### config.mk
export PLATFORM = sky130hd
export DESIGN_NAME = rf_param_flat
export DESIGN_NICKNAME = d
export VERILOG_FILES = /design/src/rtl/rf_param_if.sv /design/src/rtl/rf_param.sv /design/src/flat_wrapper.sv
export SDC_FILE = /design/constraint.sdc
export NUM_CORES = 1
export LEC_CHECK = 0
export BUFFER_PORTS_ARGS = -buffer_cell sky130_fd_sc_hd__buf_4
export CORE_MARGIN = 4
export CORE_UTILIZATION = 40
export CTS_CLUSTER_SIZE = 8
export DETAILED_ROUTE_END_ITERATION = 8
export PLACE_DENSITY_LB_ADDON = 0.25
export REMOVE_ABC_BUFFERS = 1
export SYNTH_ARGS = -nofsm -noshare
export SYNTH_HDL_FRONTEND = slang
export SYNTH_SLANG_ARGS = --single-unit
### constraint.sdc
create_clock -name clk -period 1.9 [get_ports clk]
set_input_delay 0.19 -clock clk [delete_from_list [all_inputs] [get_ports clk]]
set_output_delay 0.19 -clock clk [all_outputs]
set_load 0.01 [all_outputs]
### src/rtl/rf_param_if.sv
// rtl/rf_param_if.sv - write, read and clear signal bundle for rf_param
interface rf_param_if #(
  parameter int WIDTH = 8,
  parameter int DEPTH = 16
);
  localparam int ADDR_W = $clog2(DEPTH);

  logic              we;
  logic [ADDR_W-1:0] waddr;
  logic [WIDTH-1:0]  wdata;
  logic [ADDR_W-1:0] raddr_a;
  logic [ADDR_W-1:0] raddr_b;
  logic [WIDTH-1:0]  rdata_a;
  logic [WIDTH-1:0]  rdata_b;
  logic              clr_req;
  logic              busy;
  logic              clr_done;

  modport master (
    output we, waddr, wdata, raddr_a, raddr_b, clr_req,
    input  rdata_a, rdata_b, busy, clr_done
  );

  modport slave (
    input  we, waddr, wdata, raddr_a, raddr_b, clr_req,
    output rdata_a, rdata_b, busy, clr_done
  );
endinterface

### src/rtl/rf_param.sv
// rtl/rf_param.sv - parametrised 1W/2R register file with sequential clear engine
module rf_param #(
  parameter int WIDTH   = 8,
  parameter int DEPTH   = 16,
  parameter bit ZERO_R0 = 1'b0,
  parameter bit BYPASS  = 1'b1
) (
  input  logic      clk,
  input  logic      reset,
  rf_param_if.slave bus
);
  localparam int ADDR_W = $clog2(DEPTH);
  // One extra bit so the range compare also works when DEPTH is a power of two
  localparam logic [ADDR_W:0]   DEPTH_X = (ADDR_W + 1)'(DEPTH);
  localparam logic [ADDR_W-1:0] LAST    = ADDR_W'(DEPTH - 1);

  typedef enum logic [1:0] {IDLE, CLEAR, DONE} state_e;

  state_e            state_q, state_d;
  logic [ADDR_W-1:0] cnt_q, cnt_d;
  logic [WIDTH-1:0]  mem_q [DEPTH];
  logic [WIDTH-1:0]  mem_d [DEPTH];
  logic              wr_ok;
  logic              ra_ok, rb_ok;
  logic [WIDTH-1:0]  rdata_a, rdata_b;
  logic              busy, clr_done;

  // Address is backed by real storage (in range, and not a hardwired r0)
  function automatic logic addr_ok(input logic [ADDR_W-1:0] a);
    return ({1'b0, a} < DEPTH_X) && !(ZERO_R0 && (a == '0));
  endfunction

  // Decide whether the write port is honoured this cycle; it is locked out while clearing
  always_comb begin
    wr_ok = bus.we && (state_q != CLEAR) && addr_ok(bus.waddr);
    ra_ok = addr_ok(bus.raddr_a);
    rb_ok = addr_ok(bus.raddr_b);
  end

  // Next storage contents: user write, or one entry zeroed by the clear engine
  always_comb begin
    mem_d = mem_q;
    if (wr_ok) begin
      mem_d[bus.waddr] = bus.wdata;
    end
    if (state_q == CLEAR) begin
      mem_d[cnt_q] = '0;
    end
  end

  // Combinational read ports with optional same-cycle write forwarding
  always_comb begin
    rdata_a = '0;
    rdata_b = '0;
    if (ra_ok) rdata_a = mem_q[bus.raddr_a];
    if (rb_ok) rdata_b = mem_q[bus.raddr_b];
    if (BYPASS && wr_ok && (bus.waddr == bus.raddr_a)) rdata_a = bus.wdata;
    if (BYPASS && wr_ok && (bus.waddr == bus.raddr_b)) rdata_b = bus.wdata;
  end

  // State, clear counter and storage registers; reset wipes everything and aborts a clear
  always_ff @(posedge clk) begin
    if (reset) begin
      state_q <= IDLE;
      cnt_q   <= '0;
      for (int i = 0; i < DEPTH; i++) begin
        mem_q[i] <= '0;
      end
    end else begin
      state_q <= state_d;
      cnt_q   <= cnt_d;
      mem_q   <= mem_d;
    end
  end

  // Clear sequencing: walk the counter 0..DEPTH-1, then a single DONE cycle
  always_comb begin
    state_d = state_q;
    cnt_d   = cnt_q;
    case (state_q)
      IDLE: begin
        if (bus.clr_req) begin
          state_d = CLEAR;
          cnt_d   = '0;
        end
      end
      CLEAR: begin
        if (cnt_q == LAST) begin
          state_d = DONE;
          cnt_d   = '0;
        end else begin
          cnt_d = cnt_q + 1'b1;
        end
      end
      DONE:    state_d = IDLE;
      default: state_d = IDLE;
    endcase
  end

  // Handshake outputs decoded from the current state
  always_comb begin
    busy     = (state_q == CLEAR);
    clr_done = (state_q == DONE);
  end

  assign bus.rdata_a  = rdata_a;
  assign bus.rdata_b  = rdata_b;
  assign bus.busy     = busy;
  assign bus.clr_done = clr_done;
endmodule
### src/flat_wrapper.sv
// flat-port wrapper written by rule: the top's interface ports become plain ports
module rf_param_flat 
#(
  parameter int WIDTH   = 8,
  parameter int DEPTH   = 16,
  parameter bit ZERO_R0 = 1'b0,
  parameter bit BYPASS  = 1'b1
)
  (clk, reset, bus_we, bus_waddr, bus_wdata, bus_raddr_a, bus_raddr_b, bus_clr_req, bus_rdata_a, bus_rdata_b, bus_busy, bus_clr_done);
  rf_param_if #(.WIDTH(WIDTH), .DEPTH(DEPTH)) bus_i ();
  input  logic clk;
  input  logic reset;
  input wire logic [$bits(bus_i.we)-1:0] bus_we;
  input wire logic [$bits(bus_i.waddr)-1:0] bus_waddr;
  input wire logic [$bits(bus_i.wdata)-1:0] bus_wdata;
  input wire logic [$bits(bus_i.raddr_a)-1:0] bus_raddr_a;
  input wire logic [$bits(bus_i.raddr_b)-1:0] bus_raddr_b;
  input wire logic [$bits(bus_i.clr_req)-1:0] bus_clr_req;
  output wire logic [$bits(bus_i.rdata_a)-1:0] bus_rdata_a;
  output wire logic [$bits(bus_i.rdata_b)-1:0] bus_rdata_b;
  output wire logic [$bits(bus_i.busy)-1:0] bus_busy;
  output wire logic [$bits(bus_i.clr_done)-1:0] bus_clr_done;
  assign bus_i.we = bus_we;
  assign bus_i.waddr = bus_waddr;
  assign bus_i.wdata = bus_wdata;
  assign bus_i.raddr_a = bus_raddr_a;
  assign bus_i.raddr_b = bus_raddr_b;
  assign bus_i.clr_req = bus_clr_req;
  assign bus_rdata_a = bus_i.rdata_a;
  assign bus_rdata_b = bus_i.rdata_b;
  assign bus_busy = bus_i.busy;
  assign bus_clr_done = bus_i.clr_done;
  rf_param #(.WIDTH(WIDTH), .DEPTH(DEPTH), .ZERO_R0(ZERO_R0), .BYPASS(BYPASS)) u_core (.clk(clk), .reset(reset), .bus(bus_i));
endmodule
## Yosys cells after proc, flatten, opt, wreduce, memory -nomap -nowiden

Cells that the tools add are included.
W data, S select, Z words.

- Register bits after elaboration: 134
- Input port bits: 24
- Output and inout port bits: 18

- $add $sub $neg: 1
- $lt $le $gt $ge: 6
- Eq/ne operators: 8
- Mux-type cells: 21
- Bitwise gates (word level): 6
- Reduce and logical (&&, ||, !) cells: 9

Operator list:

| kind | count |
|---|---|
| $mux W128 | 2 |
| $and A128 B128 Y128 | 1 |
| $bwmux W128 | 1 |
| $not A128 Y128 | 1 |
| $bmux W8 S4 | 2 |
| $demux W8 S4 | 2 |
| $mux W8 | 8 |
| $ge A5 B5 Y1 const B | 4 |
| $not A4 Y5 | 4 |
| $lt A5 B1 Y1 const B | 2 |
| $eq A4 B4 Y1 | 2 |
| $mux W4 | 2 |
| $pmux W4 S2 | 1 |
| $logic_and A1 B1 Y1 | 5 |
| $add A4 B1 Y4 const B | 1 |
| $eq A4 B4 Y1 const B | 1 |
| $mux W2 | 2 |
| $ne A2 B1 Y1 const B | 2 |
| $pmux W2 S2 | 1 |
| $reduce_and A2 Y1 | 2 |
| $eq A2 B1 Y1 const B | 1 |
| $eq A2 B2 Y1 const B | 1 |
| $logic_not A2 Y1 | 1 |
| $ne A2 B2 Y1 const B | 1 |
| $reduce_bool A2 Y1 | 1 |

## Depth between registers and ports, before layout

- Word-level depth: 9
- Gate-level depth with buffers: 7

## Worst setup path before layout

OpenSTA, ideal clock, no wires.

- Path kind: input -> output
- From: input bus_raddr_a[3]
- To: output bus_rdata_a[6]
- Data arrival time: 1.493 ns
- Data required time: 1.710 ns
- Setup slack: 0.217 ns
- Cell stages on the path: 6
- Buffers on the path: 2
- Path through: buf_2 > clkbuf_1 > mux4_2 > mux2i_1 > mux2i_1 > mux2_2

- Longest elaborated chain between the ends: 5
- Elaborated cells on any way between the ends: 7

Ends and longest elaborated chain:

| element | line | source |
|---|---|---|
| from (decl) | flat_wrapper.sv:16 | `input wire logic [$bits(bus_i.raddr_a)-1:0] bus_raddr_a;` |
| $not A4 Y5 (implied by the code) | rf_param.sv:55 | `if (ra_ok) rdata_a = mem_q[bus.raddr_a];` |
| $bmux W8 S4 | rf_param.sv:55 |  |
| $mux W8 (implied by the code) (2 in series) | rf_param.sv:55 |  |
| $mux W8 (*) | rf_param.sv:57 | `if (BYPASS && wr_ok && (bus.waddr == bus.raddr_a)) rdata_a = bus.wdata;` |
| to (decl) | flat_wrapper.sv:19 | `output wire logic [$bits(bus_i.rdata_a)-1:0] bus_rdata_a;` |

Mark *: on every way between the ends. The rest lies on a longest branch, timed or not. The select of a mux whose other input is x is not followed.

## Worst setup path in the final report

- From: register u_core.mem_q[20] in the netlist's numbering
- To: output bus_rdata_a[4]

- Longest elaborated chain between the ends: 4

Ends and longest elaborated chain:

| element | line | source |
|---|---|---|
| from (decl) | rf_param.sv:21 | `logic [WIDTH-1:0] mem_q [DEPTH];` |
| from (signal assigned) | rf_param.sv:72 | `mem_q <= mem_d;` |
| $bmux W8 S4 | rf_param.sv:55 |  |
| $mux W8 (implied by the code) (2 in series) | rf_param.sv:55 |  |
| $mux W8 | rf_param.sv:57 |  |

No other way between the ends. The select of a mux whose other input is x is not followed.

==> impl_metrics.json <==
{
  "status": "complete, but fails checks",
  "violations": "negative setup slack",
  "grt_pass1_wl_mm": 43.4,
  "overflow": 0,
  "r2r_start": "u_core.state_q[1]$_SDFFE_PP0P_",
  "layout_setup_ws_ps": -260,
  "r2r_cells": 6,
  "setup_viol": 16,
  "dp.cells": 1094,
  "cts_tree": "built",
  "power_density_nw_per_um2": 797,
  "drv_slew": 0,
  "io_pins": 42,
  "r2r_slack_ps": 50,
  "async_flop_share_pct": 0,
  "gr-usage-all-layers_pct": 25.8,
  "hold_depth": 2,
  "grt_start_max_net_pins": 33,
  "crit_type": "reg -> out",
  "yosysMostFrequentCell": "dfxtp_1",
  "coreArea_um2": 19500,
  "dr.pass1.iters": 6,
  "peakVddDrop_v": 0.000573,
  "dpl.hpwl_mm": 17.1,
  "min_period_over_period_pct": 114,
  "min_to": "u_core.cnt_q[1]$_SDFFE_PP0P_",
  "area_growth_pct": 21.4,
  "dieArea_um2": 22300,
  "worst_pin_slew_ps": 748,
  "antenna_found_initial": 1,
  "synth_ff_type": "dfxtp_1",
  "cts.htree.levels": 4,
  "p_leak_nw": 3.49,
  "postSynthCellCount": 824,
  "initial_utilization_pct": 40.9,
  "fin_skew_ps": 8.73,
  "yosys-top-cells-area": "dfxtp_1, mux4_1, nand3_1",
  "finalHoldViolCount": 0,
  "routedWlPerCell_um": 25.8,
  "relSlewSlack_pct": 50.1,
  "fp-row-count": 51,
  "drtAntennaViolNets": 0,
  "final_cell_count_no_fill": 1127,
  "cts_buffer_depth": 2,
  "placed_area_um2": 8900,
  "netlist_area_um2": 7990,
  "hold_class": "in -> reg",
  "synth.distinct_cells": 44,
  "r2r-end": "u_core.mem_q[111]$_SDFF_PP0_",
  "grt_pass1_vias": 6904,
  "final_area_um2": 9700,
  "path_clk_slew_ps": 60,
  "yosys.area.top_type": "dfxtp_1",
  "rsz0062_at_grt": "true",
  "min_from": "reset",
  "fmax_ghz": 0.463,
  "gp_congestion": 0.848,
  "start_kind": "flip-flop",
  "yosys-top-cells-count": "dfxtp_1, nand3_1, a21oi_1",
  "vias_per_cell": 6.54,
  "synth_edf_count": 0,
  "cts_buffers": 17,
  "cp.arrival_ps": 1970,
  "yosys_warnings": 0,
  "cp.required_ps": 1710,
  "drive_gt1_share_pct": 30.2,
  "io_buffers": 41,
  "critPathCaptureType": "output port",
  "ys_ff_latch": 134,
  "drc_errors": 0,
  "ys_seq_area_share_pct": 33.6,
  "ctsHoldBuffers": 0,
  "synth_area_per_cell_um2": 9.70,
  "fin_util_pct": 49.7,
  "diodes": 0,
  "wl_mm": 29.1,
  "finalPower_mw": 7.73,
  "tns_ps": -3080,
  "synth_top_area_share_pct": 33.6,
  "die_w_um": 149,
  "via_count": 7366,
  "root_buffer": "clkbuf_16",
  "hold_slack_ps": 94.9,
  "clock_latency_ps": 430,
  "drtIter0Drc": 972,
  "period_needed_ps": 2160,
  "pre_cts_slack_ps": -72.3,
  "die_h_um": 149,
  "clock-sinks": 134,
  "nets": 879,
  "critical_path.max_fanout": 3,
  "cap_violations": 0
}
[worst max-delay path, cell delays in order, from the launching register on]
cell and delay (ps):
dfxtp_1 320, mux4_2 480, mux2i_1 170, mux2i_1 150, mux2_4 300, buf_6 120
[metal layers]
layer	share of wire [%]	global-route usage, %	up-vias
met5	0	0	-
met4	5.6	14.2	0
met3	9.3	4.65	103
met2	46	40.3	471
met1	39	33.8	3616
li1	-	-	3176
[state kept, by name, summed over array words and instances (netlist names)]
register / flops
u_core.cnt_q: 4
u_core.mem_q: 128
u_core.state_q: 2
[cell type report]
class                   count  area, µm²
clock buffers              21        460
clock inverters             9        223
multi-input cells         588       4760
inverters                   3       11.3
flip-flops and latches    134       2730
fillers                  1850       9830
well taps                 265        332
repair buffers            107       1180
[report_power, final]
group / internal [mW] / switching, mW / leakage [nW]
Combinational: 0.369 / 0.599 / 2.06
Sequential: 2.84 / 0.0278 / 1.10
Clock: 2.65 / 1.24 / 0.329
Total: 5.86 / 1.87 / 3.49
[worst max path at each step]
stage                                         from                      endpoint  slack, ps  depth (start not counted)
floorplan           u_core.state_q[1]$_SDFFE_PP0P_  u_core.mem_q[112]$_SDFF_PP0_       -520                          5
finish                 u_core.mem_q[20]$_SDFF_PP0_                bus_rdata_a[4]       -260                          5
global route           u_core.mem_q[52]$_SDFF_PP0_                bus_rdata_a[4]       -310                          5
CTS                 u_core.state_q[1]$_SDFFE_PP0P_                bus_rdata_a[2]       -280                          6
detailed placement                  bus_raddr_a[0]                bus_rdata_a[0]        -70                          7
global placement                    bus_raddr_a[0]                bus_rdata_a[4]        -60                          7
[what timing repair did]
| action | in CTS | in global routing |
|---|---|---|
| gates resized for setup | 44 | 63 |
| endpoints found under the setup margin | 16 | 33 |
| pin swaps | 4 | 3 |
| setup buffers | 1 | 0 |
| cloned | 0 | 2 |
[logic make-up after synthesis]
family | Yosys count | synth area share (%)
compound gates | 281 | 18.3
xor+xnor | 8 | 0.877
fa+ha+maj | 4 | 0.626
buf+inv | 104 | 7.03
flops | 134 | 33.6
mux | 129 | 28.2
simple gates | 164 | 11.4
[layout by cell type (no fill, tap or decap), types with 3 or more instances in the layout]
cell type and instances:
a21oi_1 130, buf_4 66, mux2i_1 48, buf_12 25, or4b_4 3, o21ai_1 4
bufinv_16 7, clkbuf_16 17, mux4_1 9, o21ai_0 125, ha_1 4, dfxtp_1 95
mux4_2 55, buf_6 16, dfxtp_2 39, nand3_1 129, mux2_4 16, xor2_1 6
nor2_1 5, a21o_1 17
Note: power is estimated with default switching activity, not from simulation.
